<file path="src/rtl/editor_hora_user.sv">
// User time/date editor: seeds from the stored word, steps through six BCD fields
// with wrap-around increment/decrement, commits with a one-cycle write strobe.
module editor_hora_user #(
  parameter int unsigned TIMEOUT_CYCLES = 500000000,
  parameter int unsigned TO_W           = 29
) (
  input  logic        clk,
  input  logic        clr,
  input  logic        btn_edit,
  input  logic        btn_next,
  input  logic        btn_up,
  input  logic        btn_down,
  input  logic [47:0] dato_actual,
  output logic [47:0] dato_user,
  output logic        estado,
  output logic [2:0]  campo,
  output logic        write_pulse
);

  typedef enum logic [1:0] {IDLE, EDIT, COMMIT} state_t;

  state_t            state, next_state;
  logic [TO_W-1:0]   cnt;
  logic [47:0]       edited_word;
  logic              any_btn;
  logic              timed_out;

  localparam logic [TO_W-1:0] LIMIT = TO_W'(TIMEOUT_CYCLES - 1);

  function automatic logic [7:0] fmin(input int unsigned i);
    return (i == 3 || i == 4) ? 8'h01 : 8'h00;
  endfunction

  function automatic logic [7:0] fmax(input int unsigned i);
    case (i)
      0:       return 8'h23;
      1, 2:    return 8'h59;
      3:       return 8'h31;
      4:       return 8'h12;
      default: return 8'h99;
    endcase
  endfunction

  // Byte-wise compare is valid for BCD ordering once both nibbles are <= 9.
  function automatic logic valid_field(input logic [7:0] v, input int unsigned i);
    return (v[7:4] <= 4'd9) && (v[3:0] <= 4'd9) && (v >= fmin(i)) && (v <= fmax(i));
  endfunction

  function automatic logic [7:0] bcd_inc(input logic [7:0] v, input int unsigned i);
    if (!valid_field(v, i) || v == fmax(i)) return fmin(i);
    else if (v[3:0] == 4'd9)                return {v[7:4] + 4'd1, 4'd0};
    else                                     return v + 8'd1;
  endfunction

  function automatic logic [7:0] bcd_dec(input logic [7:0] v, input int unsigned i);
    if (!valid_field(v, i) || v == fmin(i)) return fmax(i);
    else if (v[3:0] == 4'd0)                return {v[7:4] - 4'd1, 4'd9};
    else                                     return v - 8'd1;
  endfunction

  assign any_btn   = btn_edit | btn_next | btn_up | btn_down;
  assign timed_out = !any_btn && (cnt == LIMIT);

  // Field 0 (hours) occupies the top byte, so field i lives at byte 5-i.
  always_comb begin
    edited_word = dato_user;
    for (int unsigned i = 0; i < 6; i++) begin
      if (campo == 3'(i)) begin
        edited_word[(5-i)*8 +: 8] = btn_up ? bcd_inc(dato_user[(5-i)*8 +: 8], i)
                                           : bcd_dec(dato_user[(5-i)*8 +: 8], i);
      end
    end
  end

  always_ff @(posedge clk) begin
    if (clr) begin
      state     <= IDLE;
      dato_user <= '0;
      campo     <= '0;
      cnt       <= '0;
    end else begin
      state <= next_state;
      case (state)
        IDLE: begin
          if (btn_edit) begin
            dato_user <= dato_actual;
            campo     <= '0;
            cnt       <= '0;
          end
        end
        EDIT: begin
          cnt <= any_btn ? '0 : cnt + 1'b1;
          if (!btn_edit) begin
            if (btn_next)                campo     <= (campo == 3'd5) ? 3'd0 : campo + 3'd1;
            else if (btn_up || btn_down) dato_user <= edited_word;
          end
        end
        default: ;
      endcase
    end
  end

  always_comb begin
    next_state = state;
    case (state)
      IDLE:    if (btn_edit) next_state = EDIT;
      EDIT: begin
        if (btn_edit)       next_state = COMMIT;
        else if (timed_out) next_state = IDLE;
      end
      COMMIT:  next_state = IDLE;
      default: next_state = IDLE;
    endcase
  end

  always_comb begin
    estado      = (state != IDLE);
    write_pulse = (state == COMMIT);
  end

endmodule
</file>
<file path="config.mk">
export PLATFORM = sky130hd
export DESIGN_NAME = editor_hora_user
export DESIGN_NICKNAME = d
export VERILOG_FILES = /design/src/rtl/editor_hora_user.sv
export SDC_FILE = /design/constraint.sdc
export NUM_CORES = 1
export LEC_CHECK = 0
export BUFFER_PORTS_ARGS = -buffer_cell sky130_fd_sc_hd__buf_4
export CORE_UTILIZATION = 29
export CTS_CLUSTER_SIZE = 16
export DETAILED_ROUTE_END_ITERATION = 16
export GPL_TIMING_DRIVEN = 0
export HOLD_SLACK_MARGIN = 0.15
export SYNTH_ARGS = -nofsm -noshare
export SYNTH_HDL_FRONTEND = slang
export SYNTH_SLANG_ARGS = --single-unit
</file>
<file path="constraint.sdc">
create_clock -name clk -period 2.3 [get_ports clk]
set_clock_uncertainty 0.1 [all_clocks]
set_input_delay 0.23 -clock clk [delete_from_list [all_inputs] [get_ports clk]]
set_output_delay 0.23 -clock clk [all_outputs]
set_load 0.005 [all_outputs]
</file>
==> flow_metrics.py <==
metrics = {
    "timing": {
        "final_max_slew_viol_count": 0,
        "rsz0062_at_grt": "yes",
        "setup_violations": 0,
        "slew_headroom": 0.4261,
        "hold_viol": 0,
        "worstMarginPinSlew_ps": 860.9,
        "max_freq_mhz": 449.4,
        "layout_worst_path_cycle_share": 0.9675,
        "fin_crit_ps": 2225,
        "fin_ws_ps": 74.69,
    },
    "routing": {
        "top_layer": "met4",
        "dr_wl_met2_um": 12420,
        "vias_per_cell": 5.631,
        "wl_met3_um": 1950,
        "avgRoutedWirePerCell_um": 18.22,
        "drc": 0,
        "vias": 8160,
        "dr.pass1.iters": 7,
        "postRouteAntennaNets": 0,
        "drtIter0Drc": 600,
        "totalWireLength_um": 26410,
        "met1_length_um": 11420,
    },
    "synth": {
        "synth_flop_cell": "dfxtp_1",
        "synthCells": 956,
        "yosysSeqAreaShare": 0.2383,
        "synth-edff-count": 0,
        "async_flop_share": 0,
        "syn_nets": 1038,
        "synth_cell_types": 78,
        "ys_ff_latch": 82,
        "synth_warnings": 0,
        "synth.avg_cell_area_um2": 7.206,
        "netlist_area_um2": 6889,
    },
    "global_route": {
        "grt_start_max_net_pins": 17,
        "antenna_found_initial": 0,
        "grt_pass1_vias": 7448,
        "track_usage": 0.2105,
        "grt_overflow": 0,
        "grt_pass1_wl_um": 40270,
    },
    "clocking": {
        "cts_root_buf": "clkbuf_16",
        "clock_latency_ps": 360,
        "cts_sinks": 82,
        "numCtsBuffers": 9,
        "clock_path_buffers": 2,
        "cts_tree": "done",
        "clk_pin_slew_ps": 70,
        "h-tree-depth": 3,
    },
    "floorplan": {
        "core_um2": 23400,
        "die_w_um": 156.1,
        "fp.dieH_um": 156.1,
        "rows": 56,
        "initial_core_util": 0.2944,
        "die-area_um2": 24380,
        "io-pin-count": 107,
    },
    "placement": {
        "gp_routability_congestion": 0.9150,
        "placed_area_um2": 8084,
        "placed_cells_incl_taps": 1381,
        "pre_cts_slack_ps": -587.6,
        "place_hpwl_um": 18640,
        "io_buffers": 106,
    },
    "job": {
        "drv_cap": 0,
    },
    "layout": {
        "fin_area_um2": 9208,
        "final_common_cell": "buf_4",
        "final_cell_mix": "137 x buf_4, 111 x nand2_1, 94 x nor2_1",
        "drive_gt1_frac": 0.2398,
        "layoutNonFillerInstCount": 1449,
        "layout.nets": 1207,
        "synthToLayoutAreaGrowth_pct": 33.65,
        "antenna_cells": 0,
    },
    "critical_path": {
        "required_ps": 2430,
        "arrival_ps": 2360,
        "cp_cell_sequence": "inv_2 > ha_2 > buf_6 > nor2_1 > nor3_2 > o211ai_2 > buf_4 > a21oi_1 > o2111a_1 > a2111oi_4",
        "critPathKind": "reg2reg",
        "rr_endpoint": "dato_user[40]$_SDFFE_PP0P_",
        "cp.depth": 10,
        "worstRegToRegCells": 10,
        "ff2ff_setup_slack_ps": 70,
        "path_delay_family": "compound AO/OA/AOI/OAI gates",
        "cp_max_fo": 9,
        "critical_path.max_stage_delay_ps": 410,
        "crit_buf_inv": 3,
        "crit_path_start_kind": "flop",
        "r2r_start": "dato_user[41]$_SDFFE_PP0P_",
        "cp_slowest_cell": "dfxtp_4",
        "endpoint_kind": "flop",
    },
    "power": {
        "p_per_area_nw_per_um2": 565.8,
        "power_leakage_nw": 3.423,
        "ir_drop_uv": 407.9,
        "power_mw": 5.210,
    },
    "min_path": {
        "hold_depth": 4,
        "hold_start": "clr",
        "min_to": "cnt[25]$_SDFFE_PP0P_",
        "min_path_type": "in2reg",
    },
    "status": {
        "outcome": "complete, no violations",
    },
}
[routing by layer]
layer / GRT usage / vias to the layer above
li1: - / 3906
met1: 0.2735 / 3899
met2: 0.3503 / 313
met3: 0.03639 / 42
met4: 0.06956 / 0
met5: 0 / -
[worst max-delay path by stage]
stage                                from                         end  slack [ps]
2_1_floorplan  dato_user[40]$_SDFFE_PP0P_  dato_user[40]$_SDFFE_PP0P_          30
3_3_place_gp   dato_user[40]$_SDFFE_PP0P_  dato_user[40]$_SDFFE_PP0P_        -600
3_5_place_dp   dato_user[40]$_SDFFE_PP0P_  dato_user[40]$_SDFFE_PP0P_        -590
4_1_cts         dato_user[5]$_SDFFE_PP0P_   dato_user[1]$_SDFFE_PP0P_         0.2
5_1_grt             state[1]$_SDFFE_PP0P_  dato_user[29]$_SDFFE_PP0P_         -40
6_report       dato_user[41]$_SDFFE_PP0P_  dato_user[40]$_SDFFE_PP0P_          70
[power by group]
| group | internal, mW | switching, mW | total (mW) |
|---|---|---|---|
| clock network | 0.753 | 0.718 | 1.47 |
| registers | 1.51 | 0.155 | 1.67 |
| logic | 0.905 | 1.16 | 2.07 |
| total | 3.17 | 2.04 | 5.21 |
[worst min-delay path, delay by kind of cell]
| kind | cells | cell delay (ps) |
|---|---|---|
| AO/OA/AOI/OAI | 1 | 60 |
| AND/OR/NAND/NOR | 2 | 150 |
| buffers and inverters | 1 | 120 |
[sequential cells by signal, indices dropped and copies added (netlist names)]
name       flops
campo          3
dato_user     48
cnt           29
state          2
[what timing repair did]
| item | in CTS | in global routing |
|---|---|---|
| pin swaps | 6 | 15 |
| hold buffers | 24 | 0 |
| endpoints found under the setup margin | 51 | 60 |
| buffers inserted | 8 | 20 |
| gates resized for setup | 48 | 77 |
| hold endpoints to repair | 25 | 0 |
[cells in the mapped netlist, types with 7 or more instances]
cell	number	area share
nand2_1	111	0.060
nor2_1	96	0.052
dfxtp_1	82	0.24
o21ai_0	74	0.054
a21oi_1	64	0.046
clkbuf_1	44	0.024
nor3_1	34	0.025
nand3_1	30	0.022
ha_1	28	0.051
inv_1	23	0.013
buf_2	22	0.016
a211oi_1	18	0.020
nor4_1	18	0.016
xnor2_1	18	0.023
a311oi_1	17	0.022
nand4_1	17	0.015
a31oi_1	16	0.015
o31ai_1	15	0.016
xor2_1	15	0.019
nor2b_1	13	0.012
nand2b_1	12	0.011
and3_1	9	0.0082
buf_1	8	0.0044
nor3b_1	8	0.0087
and2_1	7	0.0064
[stage by stage]
| step | hold WS, ps | utilization | setup TNS (ps) |
|---|---|---|---|
| detailed placement | 382.2 | 0.3454 | -12000 |
| finish | 142.8 | 0.3934 | 0 |
| global placement | 379.3 | 0.3454 | -10900 |
| CTS | 155.1 | 0.3768 | 0 |
| global route | 172.3 | 0.3934 | -164.2 |
| floorplan | 281.9 | - | 0 |
[kinds of logic after synthesis]
logic type               synth area share
AO/OA/AOI/OAI                      0.3048
buffers and inverters             0.05957
multiplexers                     0.008900
adder cells (fa/ha/maj)           0.05085
flip-flops                         0.2383
XOR/XNOR                          0.04195
AND/OR/NAND/NOR                    0.2957
[area by class of cell]
type	instances	area [um2]
fillers	2501	14190
multi-input cells	774	5114
flip-flops and latches	82	1682
inverters	24	96.34
clock inverters	7	58.81
clock buffers	9	225.2
repair buffers	158	1250
well taps	319	399.1
plain buffers	76	382.9
No activity file was read; power rests on OpenSTA's default activity.
